===== src/rtl/clks_mon.sv =====
// Divided-clock monitor: checks clk10/clk20/clk40 half-periods and edge alignment, reports lock.
// Latency: flags, state and locked update one enabled clk cycle after the offending sample.
// No backpressure: enb low freezes every register, so stalled cycles are not counted.
module clks_mon #(
    parameter int HALF10  = 5,
    parameter int LOCK_HP = 4
) (
    input  logic       clk,
    input  logic       rst,
    input  logic       enb,
    input  logic       clr,
    input  logic       clk10,
    input  logic       clk20,
    input  logic       clk40,
    output logic       locked,
    output logic       err10,
    output logic       err20,
    output logic       err40,
    output logic       err_ph,
    output logic [1:0] state
);

    // Run counters reach HX+1 at most; 4*HALF10+2 never lands on a power of two,
    // so run+1 also fits without wrapping.
    localparam int CW = $clog2(4*HALF10+2);
    localparam int AW = (LOCK_HP < 2) ? 1 : $clog2(LOCK_HP);

    localparam logic [CW-1:0] ONE      = CW'(1);
    localparam logic [CW-1:0] H10      = CW'(HALF10);
    localparam logic [CW-1:0] H20      = CW'(2*HALF10);
    localparam logic [CW-1:0] H40      = CW'(4*HALF10);
    localparam logic [AW-1:0] ACQ_LAST = AW'(LOCK_HP-1);

    typedef enum logic [1:0] {
        ST_IDLE = 2'd0,
        ST_ACQ  = 2'd1,
        ST_LOCK = 2'd2,
        ST_FAIL = 2'd3
    } state_t;

    state_t          st;
    logic            p10, p20, p40;
    logic [CW-1:0]   run10, run20, run40;
    logic            arm10, arm20, arm40;
    logic [AW-1:0]   acq;

    logic            e10, e20, e40;
    logic            bad10, bad20, bad40, ph_bad;
    logic            err_ev, good40;

    // Next run count: restart on an edge, otherwise count up and park at h+1.
    function automatic logic [CW-1:0] run_next(input logic e, input logic [CW-1:0] r,
                                               input logic [CW-1:0] h);
        logic [CW-1:0] n;
        if (e)
            n = '0;
        else if (r > h)
            n = r;
        else
            n = r + ONE;
        return n;
    endfunction

    // Half-period fault: wrong length on an edge, or a single stuck report when the
    // run first overshoots (the saturated value h+1 never matches again).
    function automatic logic half_bad(input logic arm, input logic e,
                                      input logic [CW-1:0] r, input logic [CW-1:0] h);
        logic b;
        if (!arm)
            b = 1'b0;
        else if (e)
            b = ((r + ONE) != h);
        else
            b = (r == h);
        return b;
    endfunction

    assign e10   = clk10 ^ p10;
    assign e20   = clk20 ^ p20;
    assign e40   = clk40 ^ p40;

    assign bad10 = half_bad(arm10, e10, run10, H10);
    assign bad20 = half_bad(arm20, e20, run20, H20);
    assign bad40 = half_bad(arm40, e40, run40, H40);

    // Each slower clock may only toggle on a rising edge of the next faster one.
    assign ph_bad = arm40 && ((e20 != (!p10 && clk10)) || (e40 != (!p20 && clk20)));

    assign err_ev = bad10 || bad20 || bad40 || ph_bad;
    assign good40 = e40 && arm40 && !err_ev;

    assign state  = st;

    // Sample history, run counters, arm flags and sticky error flags.
    always_ff @(posedge clk or negedge rst) begin
        if (!rst) begin
            p10    <= 1'b0;
            p20    <= 1'b0;
            p40    <= 1'b0;
            run10  <= '0;
            run20  <= '0;
            run40  <= '0;
            arm10  <= 1'b0;
            arm20  <= 1'b0;
            arm40  <= 1'b0;
            err10  <= 1'b0;
            err20  <= 1'b0;
            err40  <= 1'b0;
            err_ph <= 1'b0;
        end else if (enb) begin
            p10   <= clk10;
            p20   <= clk20;
            p40   <= clk40;
            run10 <= run_next(e10, run10, H10);
            run20 <= run_next(e20, run20, H20);
            run40 <= run_next(e40, run40, H40);
            if (clr) begin
                arm10  <= 1'b0;
                arm20  <= 1'b0;
                arm40  <= 1'b0;
                err10  <= 1'b0;
                err20  <= 1'b0;
                err40  <= 1'b0;
                err_ph <= 1'b0;
            end else begin
                arm10  <= arm10 | e10;
                arm20  <= arm20 | e20;
                arm40  <= arm40 | e40;
                err10  <= err10 | bad10;
                err20  <= err20 | bad20;
                err40  <= err40 | bad40;
                err_ph <= err_ph | ph_bad;
            end
        end
    end

    // Lock FSM: count clean clk40 half-periods, then watch for any fault.
    always_ff @(posedge clk or negedge rst) begin
        if (!rst) begin
            st     <= ST_IDLE;
            acq    <= '0;
            locked <= 1'b0;
        end else if (enb) begin
            if (clr) begin
                st     <= ST_IDLE;
                acq    <= '0;
                locked <= 1'b0;
            end else begin
                case (st)
                    ST_IDLE: begin
                        acq <= '0;
                        if (e40)
                            st <= ST_ACQ;
                    end
                    ST_ACQ: begin
                        if (err_ev) begin
                            acq <= '0;
                        end else if (good40) begin
                            if (acq == ACQ_LAST) begin
                                st     <= ST_LOCK;
                                locked <= 1'b1;
                                acq    <= '0;
                            end else begin
                                acq <= acq + AW'(1);
                            end
                        end
                    end
                    ST_LOCK: begin
                        if (err_ev) begin
                            st     <= ST_FAIL;
                            locked <= 1'b0;
                        end
                    end
                    default: begin
                        locked <= 1'b0;
                    end
                endcase
            end
        end
    end

endmodule


===== config.mk =====
export PLATFORM = sky130hd
export DESIGN_NAME = clks_mon
export DESIGN_NICKNAME = d
export VERILOG_FILES = /design/src/rtl/clks_mon.sv
export SDC_FILE = /design/constraint.sdc
export NUM_CORES = 1
export LEC_CHECK = 0
export CORE_MARGIN = 2
export CORE_UTILIZATION = 52
export DETAILED_ROUTE_END_ITERATION = 6
export PLACE_DENSITY = 0.75
export SYNTH_ARGS = -nofsm -noshare
export SYNTH_HDL_FRONTEND = slang
export SYNTH_SLANG_ARGS = --single-unit

===== constraint.sdc =====
create_clock -name clk -period 1.97 [get_ports clk]
set_clock_uncertainty 0.15 [all_clocks]
set_input_delay 0.4925 -clock clk [delete_from_list [all_inputs] [get_ports clk]]
set_output_delay 0.4925 -clock clk [all_outputs]
set_load 0.05 [all_outputs]

Yosys cells after proc, flatten, opt, wreduce, memory -nomap -nowiden
Cells that the tools add are included.
{"block": "totals", "ff_bits": 30, "wordCells": 112}
{"block": "op_classes", "add_sub_neg": 4, "order_cmp": 3, "n_eq_ne": 21, "muxes": 37, "bitwise_logic": 10, "reduce_logical": 21}
{"cell": "$mux W5", "count": 6}
{"cell": "$mux W2", "count": 10}
{"cell": "$mux W1", "count": 18}
{"cell": "$add A5 B1 Y5 const B", "count": 3}
{"cell": "$ne A3 B3 Y1 const B", "count": 5}
{"cell": "$ne A2 B2 Y1 const B", "count": 4}
{"cell": "$or A1 B1 Y1", "count": 7}
{"cell": "$reduce_and A7 Y1", "count": 1}
{"cell": "$pmux W2 S3", "count": 1}
{"cell": "$reduce_and A2 Y1", "count": 3}
{"cell": "$reduce_and A6 Y1", "count": 1}
{"cell": "$eq A5 B3 Y1 const B", "count": 1}
{"cell": "$eq A5 B4 Y1 const B", "count": 1}
{"cell": "$eq A5 B5 Y1 const B", "count": 1}
{"cell": "$gt A5 B3 Y1 const B", "count": 1}
{"cell": "$gt A5 B4 Y1 const B", "count": 1}
{"cell": "$gt A5 B5 Y1 const B", "count": 1}
{"cell": "$logic_and A1 B1 Y1", "count": 5}
{"cell": "$ne A5 B3 Y1 const B", "count": 1}
{"cell": "$ne A5 B4 Y1 const B", "count": 1}
{"cell": "$ne A5 B5 Y1 const B", "count": 1}
{"cell": "$eq A2 B2 Y1 const B", "count": 2}
{"cell": "$logic_or A1 B1 Y1", "count": 4}
{"cell": "$ne A4 B4 Y1 const B", "count": 1}
{"cell": "other kinds (11)", "count": 16}

Logic depth before layout (Yosys ltp)
Gate-level depths: netlist of the first run.
{"block": "logic_depth", "depth_word": 13, "mapped_depth": 7}

Least setup slack after synthesis of the first run
Ideal clock, no wire load.
{"block": "synth_path", "kind": "reg2reg", "from": "reg st[1], in the netlist state[1]", "to": "reg st[1], in the netlist state[1]", "setup_ns": 0.101, "arrival_time_ns": 2.127, "required_ns": 1.719, "setup_slack_ns": -0.407, "path_stages_with_launch": 8, "n_path_buf": 0, "synth_period_minus_slack_ns": 2.377, "cell_sequence": "dfrtp_1 -> inv_1 -> ha_1 -> or4_1 -> o311ai_1 -> o21ai_0 -> a22o_1 -> o311ai_2"}
{"block": "synth_between", "elab_chain_len": 3, "word_cells_on_any_way": 12, "cone_classes": "eq/ne: 7; mux: 2; reduce/logical: 3"}
{"element": "start: declaration", "line_no": "41", "source": "state_t st;"}
{"element": "start signal: assignment", "line_no": "140", "source": "st <= ST_IDLE;"}
{"element": "start signal: assignment", "line_no": "145", "source": "st <= ST_IDLE;"}
{"element": "start signal: assignment", "line_no": "153", "source": "st <= ST_ACQ;"}
{"element": "$eq A2 B1 Y1 (tied with other cells)", "line_no": "149", "source": "case (st)"}
{"element": "$ne A3 B3 Y1 (no source line) (tied with other cells)"}
{"element": "$reduce_and A7 Y1 (no source line) / $mux W2 (equally long branches)"}
Several ways; a longest one is shown, not always the timed one.
A chain may end at the register's enable or synchronous reset.

Worst setup path after layout of the first run
{"block": "layout_path", "from": "in clr", "to": "reg st[1], in the netlist state[1]"}
{"block": "layout_between", "elab_chain_len": 2, "word_cells_on_any_way": 8, "cone_classes": "eq/ne: 5; mux: 1; reduce/logical: 2"}
{"element": "start: declaration", "line_no": "11", "source": "input logic clr,"}
{"element": "$ne A3 B3 Y1 (no source line) / $reduce_bool A4 Y1 (equally long branches)"}
{"element": "$reduce_and A7 Y1 (no source line)"}
Several ways; a longest one is shown, not always the timed one.

==> results of run 1 <==
[worst max-delay path, stage by stage]
cell             delay, ns
clkdlybuf4s50_1       0.45
or4_4                 0.56
o311ai_4              0.10
buf_4                 0.17
nand3b_1              0.10
a22o_1                0.17
o311ai_4              0.10
[through the flow]
step | util, % | worst slack [ns] | hold slack [ns] | setup TNS [ns] | cells
floorplan | - | -0.0933 | 0.0469 | -0.189 | 202
global route | 77.8 | -0.150 | 0.403 | -0.420 | 312
global placement | 70.0 | -0.635 | 0.356 | -5.95 | 294
finish | 77.8 | -0.0997 | 0.382 | -0.172 | 312
CTS | 75.2 | -0.0672 | 0.380 | -0.160 | 307
detailed placement | 70.0 | -0.706 | 0.347 | -6.66 | 294
[what timing repair did]
action                                  4_1_cts  5_1_grt
endpoints found under the setup margin        9        9
setup buffers                                 6        5
resized for setup                            19       15
pin swaps                                    16        9
endpoints found under the hold margin         0        0
[report_power, final]
part,switching (W),total [W],leakage (nW),internal [W]
Sequential,0.000121,0.000845,0.390,0.000723
Clock,0.000217,0.000351,0.0254,0.000134
Combinational,0.000725,0.00147,0.814,0.000740
[cells in the mapped netlist (3+ instances only)]
cell	count	share of area, %
inv_1	20	4.0
and2_1	4	1.3
ha_1	14	9.3
nand3_1	5	1.3
o21ai_1	3	0.80
nor3_1	3	0.80
nand4_1	4	1.3
a31oi_1	4	1.3
o21ai_0	17	4.5
nor2_1	19	3.8
xnor2_1	3	1.4
nor2b_1	5	1.7
nand2_1	13	2.6
dfrtp_1	30	40
a21oi_1	7	1.9
nand2b_1	7	2.3
[final timing paths]
| path | start | endpoint | slack (ns) | cells past startpoint |
|---|---|---|---|---|
| max in group asynchronous | rst | run10[0]$_DFFE_PN0P_ | 0.97 | 2 |
| hold / removal | err10$_DFFE_PN0P_ | err10$_DFFE_PN0P_ | 0.38 | 2 |
| hold reg to reg | err10$_DFFE_PN0P_ | err10$_DFFE_PN0P_ | 0.38 | 2 |
| setup / recovery | clr | state[1]$_DFFE_PN0P_ | -0.1 | 7 |
| min in group asynchronous | rst | run20[3]$_DFFE_PN0P_ | 0.40 | 2 |
| setup reg to reg | state[1]$_DFFE_PN0P_ | state[1]$_DFFE_PN0P_ | -0.09 | 8 |
[logic make-up after synthesis]
kind of cell,after synthesis,synth area share (%)
adder cells (fa/ha/maj),14,9.28
multiplexers,2,1.13
XOR/XNOR,7,4.38
flip-flops,30,39.8
AND/OR/NAND/NOR,72,20.2
buffers and inverters,24,4.84
AO/OA/AOI/OAI,53,20.4
[placed cells by master, fill, tap and decap left out, drive strengths merged, types with 2 or more instances in the layout]
master         netlist  final
buf                  2     55
dfrtp               30     30
inv                 20     20
o21ai               20     20
nor2                19     19
nand2               14     14
ha                  14     14
nand2b               7      7
a21oi                7      7
clkbuf               2      7
nand3                5      5
nor2b                5      5
a31oi                4      4
nand4                4      4
and2                 4      4
xnor2                3      3
o311ai               3      3
dlygate4sd2          0      3
clkdlybuf4s50        0      3
nor3                 3      3
xor2                 3      3
o211ai               2      2
o21a                 2      2
a21o                 2      2
o31ai                2      2
nor3b                2      2
a311oi               2      2
a41oi                2      2
[state kept, by name, summed over array words and instances, names as in the netlist]
register	cells
acq	2
arm10	1
arm20	1
arm40	1
err10	1
err20	1
err40	1
err_ph	1
locked	1
p10	1
p20	1
p40	1
run10	5
run20	5
run40	5
state	2
[routing by layer]
layer	track usage (%)	wire length, um
met3	5.81	191
met2	43.5	2240
met5	0	0
met1	30.9	2070
met4	8.51	83
[area by class of cell]
class                           instances  area (um^2)
Multi-Input combinational cell        148         1220
Fill cell                             227          757
Inverter                               20         77.6
Tap cell                               46         57.6
Sequential cell                        30          754
Clock buffer                            7         45.0
Timing Repair Buffer                   61          502
==> impl_metrics.env, run 1 <==
export IMPL_h_tree_depth=2
export IMPL_setup_worst_path_class="input pin to flip-flop"
export IMPL_power_w=0.00266
export IMPL_hp_class="flip-flop to flip-flop"
export IMPL_grt_pass1_vias=1780
export IMPL_cts_max_path_buffers=2
export IMPL_critPathArrivalTime_ns=2.14
export IMPL_synth_net_count=223
export IMPL_fin_ws_ns=-0.0997
export IMPL_setup_viol=2
export IMPL_num_rows=21
export IMPL_portBuffers=13
export IMPL_end_kind="flip-flop"
export IMPL_hpwlAfterDp_um=3210
export IMPL_viasPerCell=5.56
export IMPL_grt_pass1_wl_um=8070
export IMPL_ys_seq_elements=30
export IMPL_die_area_mm2=0.00413
export IMPL_startpoint_type="input pin"
export IMPL_slew_headroom_pct=73.7
export IMPL_worst_ep_required_time_ns=2.04
export IMPL_ant_nets=0
export IMPL_cts_buffers=5
export IMPL_routed_wl_um=4590
export IMPL_cts_root_buffer="clkbuf_4"
export IMPL_route_vias_total=1735
export IMPL_gp_congestion=0.864
export IMPL_worst_slew_pin_slew_ns=0.391
export IMPL_syn_cell_area_mm2=0.00189
export IMPL_p_per_area_mw_per_mm2=1000
export IMPL_area_growth_pct=40.9
export IMPL_grt_overflow_total=0
export IMPL_initial_core_util_pct=55.2
export IMPL_final_min_clock_period_ns=2.07
export IMPL_ys_seq_area_share_pct=39.8
export IMPL_synthDistinctLibCells=51
export IMPL_status="finished with violations"
export IMPL_grtUsageTotal_pct=25.2
export IMPL_crit_fanout=3
export IMPL_die_height_um=64.2
export IMPL_syn_inst=202
export IMPL_first_iter_violations=113
export IMPL_drtPass1Iterations=4
export IMPL_ios=14
export IMPL_synth_edf_count=0
export IMPL_layout_drive_gt1_share_pct=36.5
export IMPL_irDropWorstVdd_v=0.000566
export IMPL_yosysWarnings=0
export IMPL_drc=0
export IMPL_grt_max_degree=31
export IMPL_rsz0062_at_grt="yes"
export IMPL_fmax_ghz=0.483
export IMPL_finalNetCount=287
export IMPL_syn_avg_cell_area_um2=9.34
export IMPL_antenna_found_initial=0
export IMPL_cts_hold_buf=0
export IMPL_clk_pin_slew_ns=0.10
export IMPL_placed_area_mm2=0.00239
export IMPL_cts_sinks=30
export IMPL_antenna_cells=0
export IMPL_maxCapViolCount=0
export IMPL_final_period_utilization_pct=105
export IMPL_synth_top_flop_cell="dfrtp_1"
export IMPL_clk_latency_ns=0.34
export IMPL_die_w_um=64.2
export IMPL_design_area_mm2=0.00266
export IMPL_p_leak_nw=1.23
export IMPL_core_region_area_mm2=0.00342
export IMPL_async_reset_ff_share_pct=100
export IMPL_violations="negative setup slack"
export IMPL_wl_per_cell_um=14.7
export IMPL_cts_tree="yes"
export IMPL_hold_viol=0
export IMPL_drv_slew=0
Power figures use the tool's default switching activity.
==> run 2: changes to the inputs <==
--- a/config.mk
+++ b/config.mk
@@ -5,7 +5,8 @@
 export SDC_FILE = /design/constraint.sdc
 export NUM_CORES = 1
 export LEC_CHECK = 0
-export CORE_MARGIN = 2
+export CORE_ASPECT_RATIO = 1.25
+export CORE_MARGIN = 5
 export CORE_UTILIZATION = 52
 export DETAILED_ROUTE_END_ITERATION = 6
 export PLACE_DENSITY = 0.75
==> impl_metrics.env, run 2 (synthesis gave the netlist of run 1 again) <==
export IMPL_status="finished with violations"
export IMPL_violations="negative setup slack"
export IMPL_setup_viol=4
export IMPL_final_cell_mix="buf_4, dfrtp_1, nor2_1"
export IMPL_final_min_clock_period_ns=2.08
export IMPL_antenna_cells=0
export IMPL_finalNetCount=287
export IMPL_core_region_area_mm2=0.00348
export IMPL_largestRegisters="run10: 5 flops, run20: 5 flops, run40: 5 flops"
export IMPL_cpMaxStageDelayCell="dfrtp_1"
export IMPL_cts_root_buffer="clkbuf_8"
export IMPL_h_tree_depth=2
export IMPL_max_stage_delay_ns=0.36
export IMPL_gp_congestion=0.847
export IMPL_clk_latency_ns=0.29
export IMPL_worstRegToRegCells=8
export IMPL_grt_max_degree=31
export IMPL_maxCapViolCount=0
export IMPL_clk_pin_slew_ns=0.07
export IMPL_path_cells="buf_4, ha_2, nand2b_1, o221a_4, a311oi_4, buf_4, o211ai_1, and3b_1"
export IMPL_routed_wl_um=5270
export IMPL_startpoint_type="flip-flop"
export IMPL_hpwlAfterDp_um=3410
export IMPL_worst_slew_pin_slew_ns=0.422
export IMPL_r2r_slack_ns=-0.11
export IMPL_cts_tree="yes"
export IMPL_end_kind="flip-flop"
export IMPL_power_w=0.00296
export IMPL_final_period_utilization_pct=106
export IMPL_slew_headroom_pct=71.6
export IMPL_startpoint="run40[0]$_DFFE_PN0P_"
export IMPL_layout_drive_gt1_share_pct=39.7
export IMPL_ant_nets=0
export IMPL_power_internal_w=0.00182
export IMPL_worst_ep_required_time_ns=2.00
export IMPL_setup_worst_path_class="flip-flop to flip-flop"
export IMPL_tns_ns=-0.316
export IMPL_hold_viol=0
export IMPL_viasPerCell=5.89
export IMPL_rsz0062_at_grt="yes"
export IMPL_die_height_um=77.3
export IMPL_grtUsageTotal_pct=22.3
export IMPL_cts_sinks=30
export IMPL_portBuffers=13
export IMPL_final_util_pct=78.8
export IMPL_crit_fanout=4
export IMPL_first_iter_violations=73
export IMPL_cts_buffers=5
export IMPL_cp_common_cell="buf_4"
export IMPL_drc=0
export IMPL_wl_per_cell_um=17.2
export IMPL_antenna_found_initial=0
export IMPL_die_area_mm2=0.00494
export IMPL_hp_class="flip-flop to flip-flop"
export IMPL_switchingPower_w=0.00114
export IMPL_grt_overflow_total=0
export IMPL_fin_hold_ws_ns=0.366
export IMPL_power_frac_seq_pct=29.0
export IMPL_critPathArrivalTime_ns=2.11
export IMPL_irDropWorstVdd_v=0.000774
export IMPL_r2r_start="run40[0]$_DFFE_PN0P_"
export IMPL_clockPowerShare_pct=21.3
export IMPL_die_w_um=63.9
export IMPL_ios=14
export IMPL_cts_max_path_buffers=2
export IMPL_grt_pass1_vias=1927
export IMPL_p_per_area_mw_per_mm2=1080
export IMPL_area_growth_pct=45.5
export IMPL_grt_pass1_wl_um=8800
export IMPL_final_common_cell="buf_4"
export IMPL_cp_endpoint="state[0]$_DFFE_PN0P_"
export IMPL_p_leak_nw=1.25
export IMPL_swShare_pct=38.5
export IMPL_route_vias_total=1803
export IMPL_reg2reg_to="state[0]$_DFFE_PN0P_"
export IMPL_initial_core_util_pct=54.2
export IMPL_fin_ws_ns=-0.115
export IMPL_fmax_ghz=0.480
export IMPL_drv_slew=0
export IMPL_drtPass1Iterations=4
export IMPL_power_frac_comb_pct=49.7
export IMPL_num_rows=24
## run 2: how the worst min path moves through the flow
stage / from / end / slack [ns] / cells past startpoint
3_5_place_dp: err_ph$_DFFE_PN0P_ / err_ph$_DFFE_PN0P_ / 0.36 / 2
5_1_grt: err_ph$_DFFE_PN0P_ / err_ph$_DFFE_PN0P_ / 0.42 / 2
3_3_place_gp: err_ph$_DFFE_PN0P_ / err_ph$_DFFE_PN0P_ / 0.34 / 2
2_1_floorplan: rst / acq[0]$_DFFE_PN0P_ / 0.05 / 0
4_1_cts: err10$_DFFE_PN0P_ / err10$_DFFE_PN0P_ / 0.37 / 2
6_report: err_ph$_DFFE_PN0P_ / err_ph$_DFFE_PN0P_ / 0.37 / 2
## run 2: area by class of cell
| class | instances | area, um^2 |
|---|---|---|
| Clock inverter | 2 | 37.5 |
| Inverter | 20 | 77.6 |
| Multi-Input combinational cell | 148 | 1260 |
| Fill cell | 205 | 738 |
| Timing Repair Buffer | 61 | 497 |
| Sequential cell | 30 | 754 |
| Tap cell | 39 | 48.8 |
| Clock buffer | 6 | 72.6 |
## run 2: metal layers
metal  up-vias  track usage, %  routed length (um)
met1       871            23.2                1950
met3        22            5.64                 272
met5         -               0                   0
met2        71            40.4                2850
li1        839               -                   -
met4         0            11.2                 195
## run 2: stage by stage
stage / instance area [um^2] / setup WS, ns / std cells
finish: 2750 / -0.115 / 306
global route: 2750 / -0.230 / 306
global placement: 2400 / -0.624 / 289
detailed placement: 2400 / -0.653 / 289
CTS: 2650 / -0.0981 / 304
floorplan: 1950 / -0.0933 / 202
## run 2: worst max-delay path, delay by kind of cell (launching register included)
kind	cells	cell delay, ns
AO/OA/AOI/OAI	3	0.68
adder cells (fa/ha/maj)	1	0.20
buffers and inverters	2	0.30
flip-flops	1	0.36
AND/OR/NAND/NOR	2	0.29
## run 2: power groups by stage
| stage | logic [W] | clock network, W | registers, W |
|---|---|---|---|
| floorplan | 0.000602 | 0 | 0.000966 |
| global placement | 0.00118 | 0 | 0.000839 |
| detailed placement | 0.00123 | 0 | 0.000851 |
| CTS | 0.00137 | 0.000635 | 0.000845 |
| global route | 0.00159 | 0.000668 | 0.000873 |
| finish | 0.00147 | 0.000630 | 0.000856 |
## run 2: what timing repair did
item                       4_1_cts  5_1_grt
hold buffers                     0        0
buffers inserted                 7        2
cloned                           0        0
setup endpoints to repair       10        9
gates resized for setup         24       20
pin swaps                       13       15
==> run 3: changes to the inputs <==
--- a/config.mk
+++ b/config.mk
@@ -9,7 +9,10 @@
 export CORE_MARGIN = 5
 export CORE_UTILIZATION = 52
 export DETAILED_ROUTE_END_ITERATION = 6
+export GPL_TIMING_DRIVEN = 0
 export PLACE_DENSITY = 0.75
+export SETUP_SLACK_MARGIN = 0.1
+export SKIP_LAST_GASP = 1
 export SYNTH_ARGS = -nofsm -noshare
 export SYNTH_HDL_FRONTEND = slang
 export SYNTH_SLANG_ARGS = --single-unit
==> impl_metrics.env, run 3 (synthesis gave the netlist of run 1 again) <==
export IMPL_critPathArrivalTime_ns=2.08
export IMPL_reg2reg_to="acq[0]$_DFFE_PN0P_"
export IMPL_routed_wl_um=4890
export IMPL_startpoint="run10[0]$_DFFE_PN0P_"
export IMPL_cts_tree="yes"
export IMPL_p_leak_nw=1.11
export IMPL_clk_pin_slew_ns=0.07
export IMPL_maxCapViolCount=0
export IMPL_cp_common_cell="buf_6"
export IMPL_drv_slew=0
export IMPL_startpoint_type="flip-flop"
export IMPL_swShare_pct=40.2
export IMPL_worst_slew_pin_slew_ns=0.680
export IMPL_h_tree_depth=2
export IMPL_gp_congestion=0.884
export IMPL_route_vias_total=1693
export IMPL_cts_hold_buf=0
export IMPL_grt_max_degree=31
export IMPL_cts_sinks=30
export IMPL_die_w_um=63.9
export IMPL_power_internal_w=0.00156
export IMPL_core_region_area_mm2=0.00348
export IMPL_violations="negative setup slack"
export IMPL_ios=14
export IMPL_grt_overflow_total=0
export IMPL_status="finished with violations"
export IMPL_placed_area_mm2=0.00214
export IMPL_finalNetCount=261
export IMPL_setup_viol=4
export IMPL_die_area_mm2=0.00494
export IMPL_antenna_cells=0
export IMPL_drtPass1Iterations=4
export IMPL_design_area_mm2=0.00252
export IMPL_clk_latency_ns=0.29
export IMPL_portBuffers=13
export IMPL_cts_root_buffer="clkbuf_8"
export IMPL_crit_fanout=7
export IMPL_final_common_cell="dfrtp_1"
export IMPL_die_height_um=77.3
export IMPL_largestRegisters="run10: 5 flops, run20: 5 flops, run40: 5 flops"
export IMPL_fillers=252
export IMPL_worst_ep_required_time_ns=1.99
export IMPL_final_period_utilization_pct=104
export IMPL_grt_pass1_wl_um=7850
export IMPL_final_min_clock_period_ns=2.06
export IMPL_slew_headroom_pct=54.7
export IMPL_rsz0062_at_grt="yes"
export IMPL_layout_drive_gt1_share_pct=32.4
export IMPL_grtUsageTotal_pct=20.0
export IMPL_antenna_found_initial=0
export IMPL_clockPowerShare_pct=20.2
export IMPL_first_iter_violations=111
export IMPL_drc=0
export IMPL_p_per_area_mw_per_mm2=1030
export IMPL_irDropWorstVdd_v=0.000660
export IMPL_power_frac_seq_pct=33.3
export IMPL_fmax_ghz=0.486
export IMPL_cts_buffers=5
export IMPL_ant_nets=0
export IMPL_viasPerCell=6.05
export IMPL_r2r_start="run10[0]$_DFFE_PN0P_"
export IMPL_tns_ns=-0.272
export IMPL_hold_viol=0
export IMPL_hpwlAfterDp_um=2980
export IMPL_power_frac_comb_pct=46.6
export IMPL_grt_pass1_vias=1747
export IMPL_final_cell_mix="dfrtp_1, nor2_1, inv_1"
export IMPL_num_rows=24
export IMPL_path_cells="buf_4, and4_1, o211ai_1, a311oi_4, buf_6, buf_12, buf_6, nand4_1, o21ai_1"
export IMPL_setup_worst_path_class="flip-flop to flip-flop"
export IMPL_switchingPower_w=0.00105
export IMPL_cts_max_path_buffers=2
export IMPL_max_stage_delay_ns=0.45
export IMPL_initial_core_util_pct=54.2
export IMPL_fin_ws_ns=-0.0883
export IMPL_r2r_slack_ns=-0.09
export IMPL_cpMaxStageDelayCell="dfrtp_2"
export IMPL_hp_class="input pin to async pin"
export IMPL_worstRegToRegCells=9
export IMPL_wl_per_cell_um=17.5
export IMPL_end_kind="flip-flop"
export IMPL_area_growth_pct=33.6
-- run 3: changes by cell type in the layout (fill, tap and decap cells not counted), sizes merged, moves of 3 or more --
cell           delta
buf              -33
clkbuf            +5
clkdlybuf4s50     -3
dlygate4sd2       +5
-- run 3: worst max-delay path by stage --
| stage | slack [ns] | depth (start not counted) | endpoint |
|---|---|---|---|
| global placement | -0.72 | 6 | state[1]$_DFFE_PN0P_ |
| detailed placement | -0.78 | 7 | state[1]$_DFFE_PN0P_ |
| global route | -0.17 | 10 | acq[0]$_DFFE_PN0P_ |
| finish | -0.09 | 9 | acq[0]$_DFFE_PN0P_ |
| floorplan | -0.09 | 7 | state[1]$_DFFE_PN0P_ |
| CTS | -0.09 | 8 | state[1]$_DFFE_PN0P_ |
-- run 3: layout make-up --
type                            instances  area (um^2)  area share [%]
Multi-Input combinational cell        148         1260            49.9
Sequential cell                        30          759            30.1
Timing Repair Buffer                   31          270            10.7
Clock buffer                            7         86.3            3.42
Inverter                               20         75.1            2.98
Tap cell                               39         48.8            1.94
Buffer                                  4         17.5           0.695
Clock inverter                          1         5.00           0.199
-- run 3: layer usage --
layer	GRT usage (%)	share of wire (%)	up-vias	wire, um
met5	0	0	-	0
li1	-	-	794	-
met2	35.0	56	46	2720
met4	9.77	2.4	0	115
met3	4.48	3.4	13	164
met1	22.3	39	840	1890
-- run 3: what timing repair did --
| action | 4_1_cts | 5_1_grt |
|---|---|---|
| buffers inserted | 13 | 5 |
| gates resized for setup | 45 | 25 |
| pin swaps | 17 | 9 |
| endpoints found under the setup margin | 64 | 16 |
-- run 3: worst max-delay path: cells and delay by family (launching register included) --
| kind | cells | cell delay, ns |
|---|---|---|
| simple gates | 2 | 0.25 |
| compound gates | 3 | 0.53 |
| buf+inv | 4 | 0.55 |
| flops | 1 | 0.45 |
-- run 3: power by group through the flow --
stage	Sequential (W)	Clock (W)	Combinational [W]
floorplan	0.000966	0	0.000606
global placement	0.000854	0	0.000935
detailed placement	0.000862	0	0.000970
CTS	0.000852	0.000536	0.00111
global route	0.000880	0.000569	0.00131
finish	0.000866	0.000524	0.00121
-- run 3: through the flow --
step | setup WS [ns] | power (W) | utilization (%) | hold slack [ns] | std cells
after floorplan | -0.0933 | 0.00157 | - | 0.0469 | 202
after global placement | -0.723 | 0.00179 | 61.4 | 0.356 | 254
after detailed placement | -0.785 | 0.00183 | 61.4 | 0.339 | 254
after CTS | -0.0883 | 0.00250 | 69.6 | 0.367 | 275
after global routing | -0.169 | 0.00276 | 72.4 | 0.143 | 280
final | -0.0883 | 0.00260 | 72.4 | 0.0926 | 280
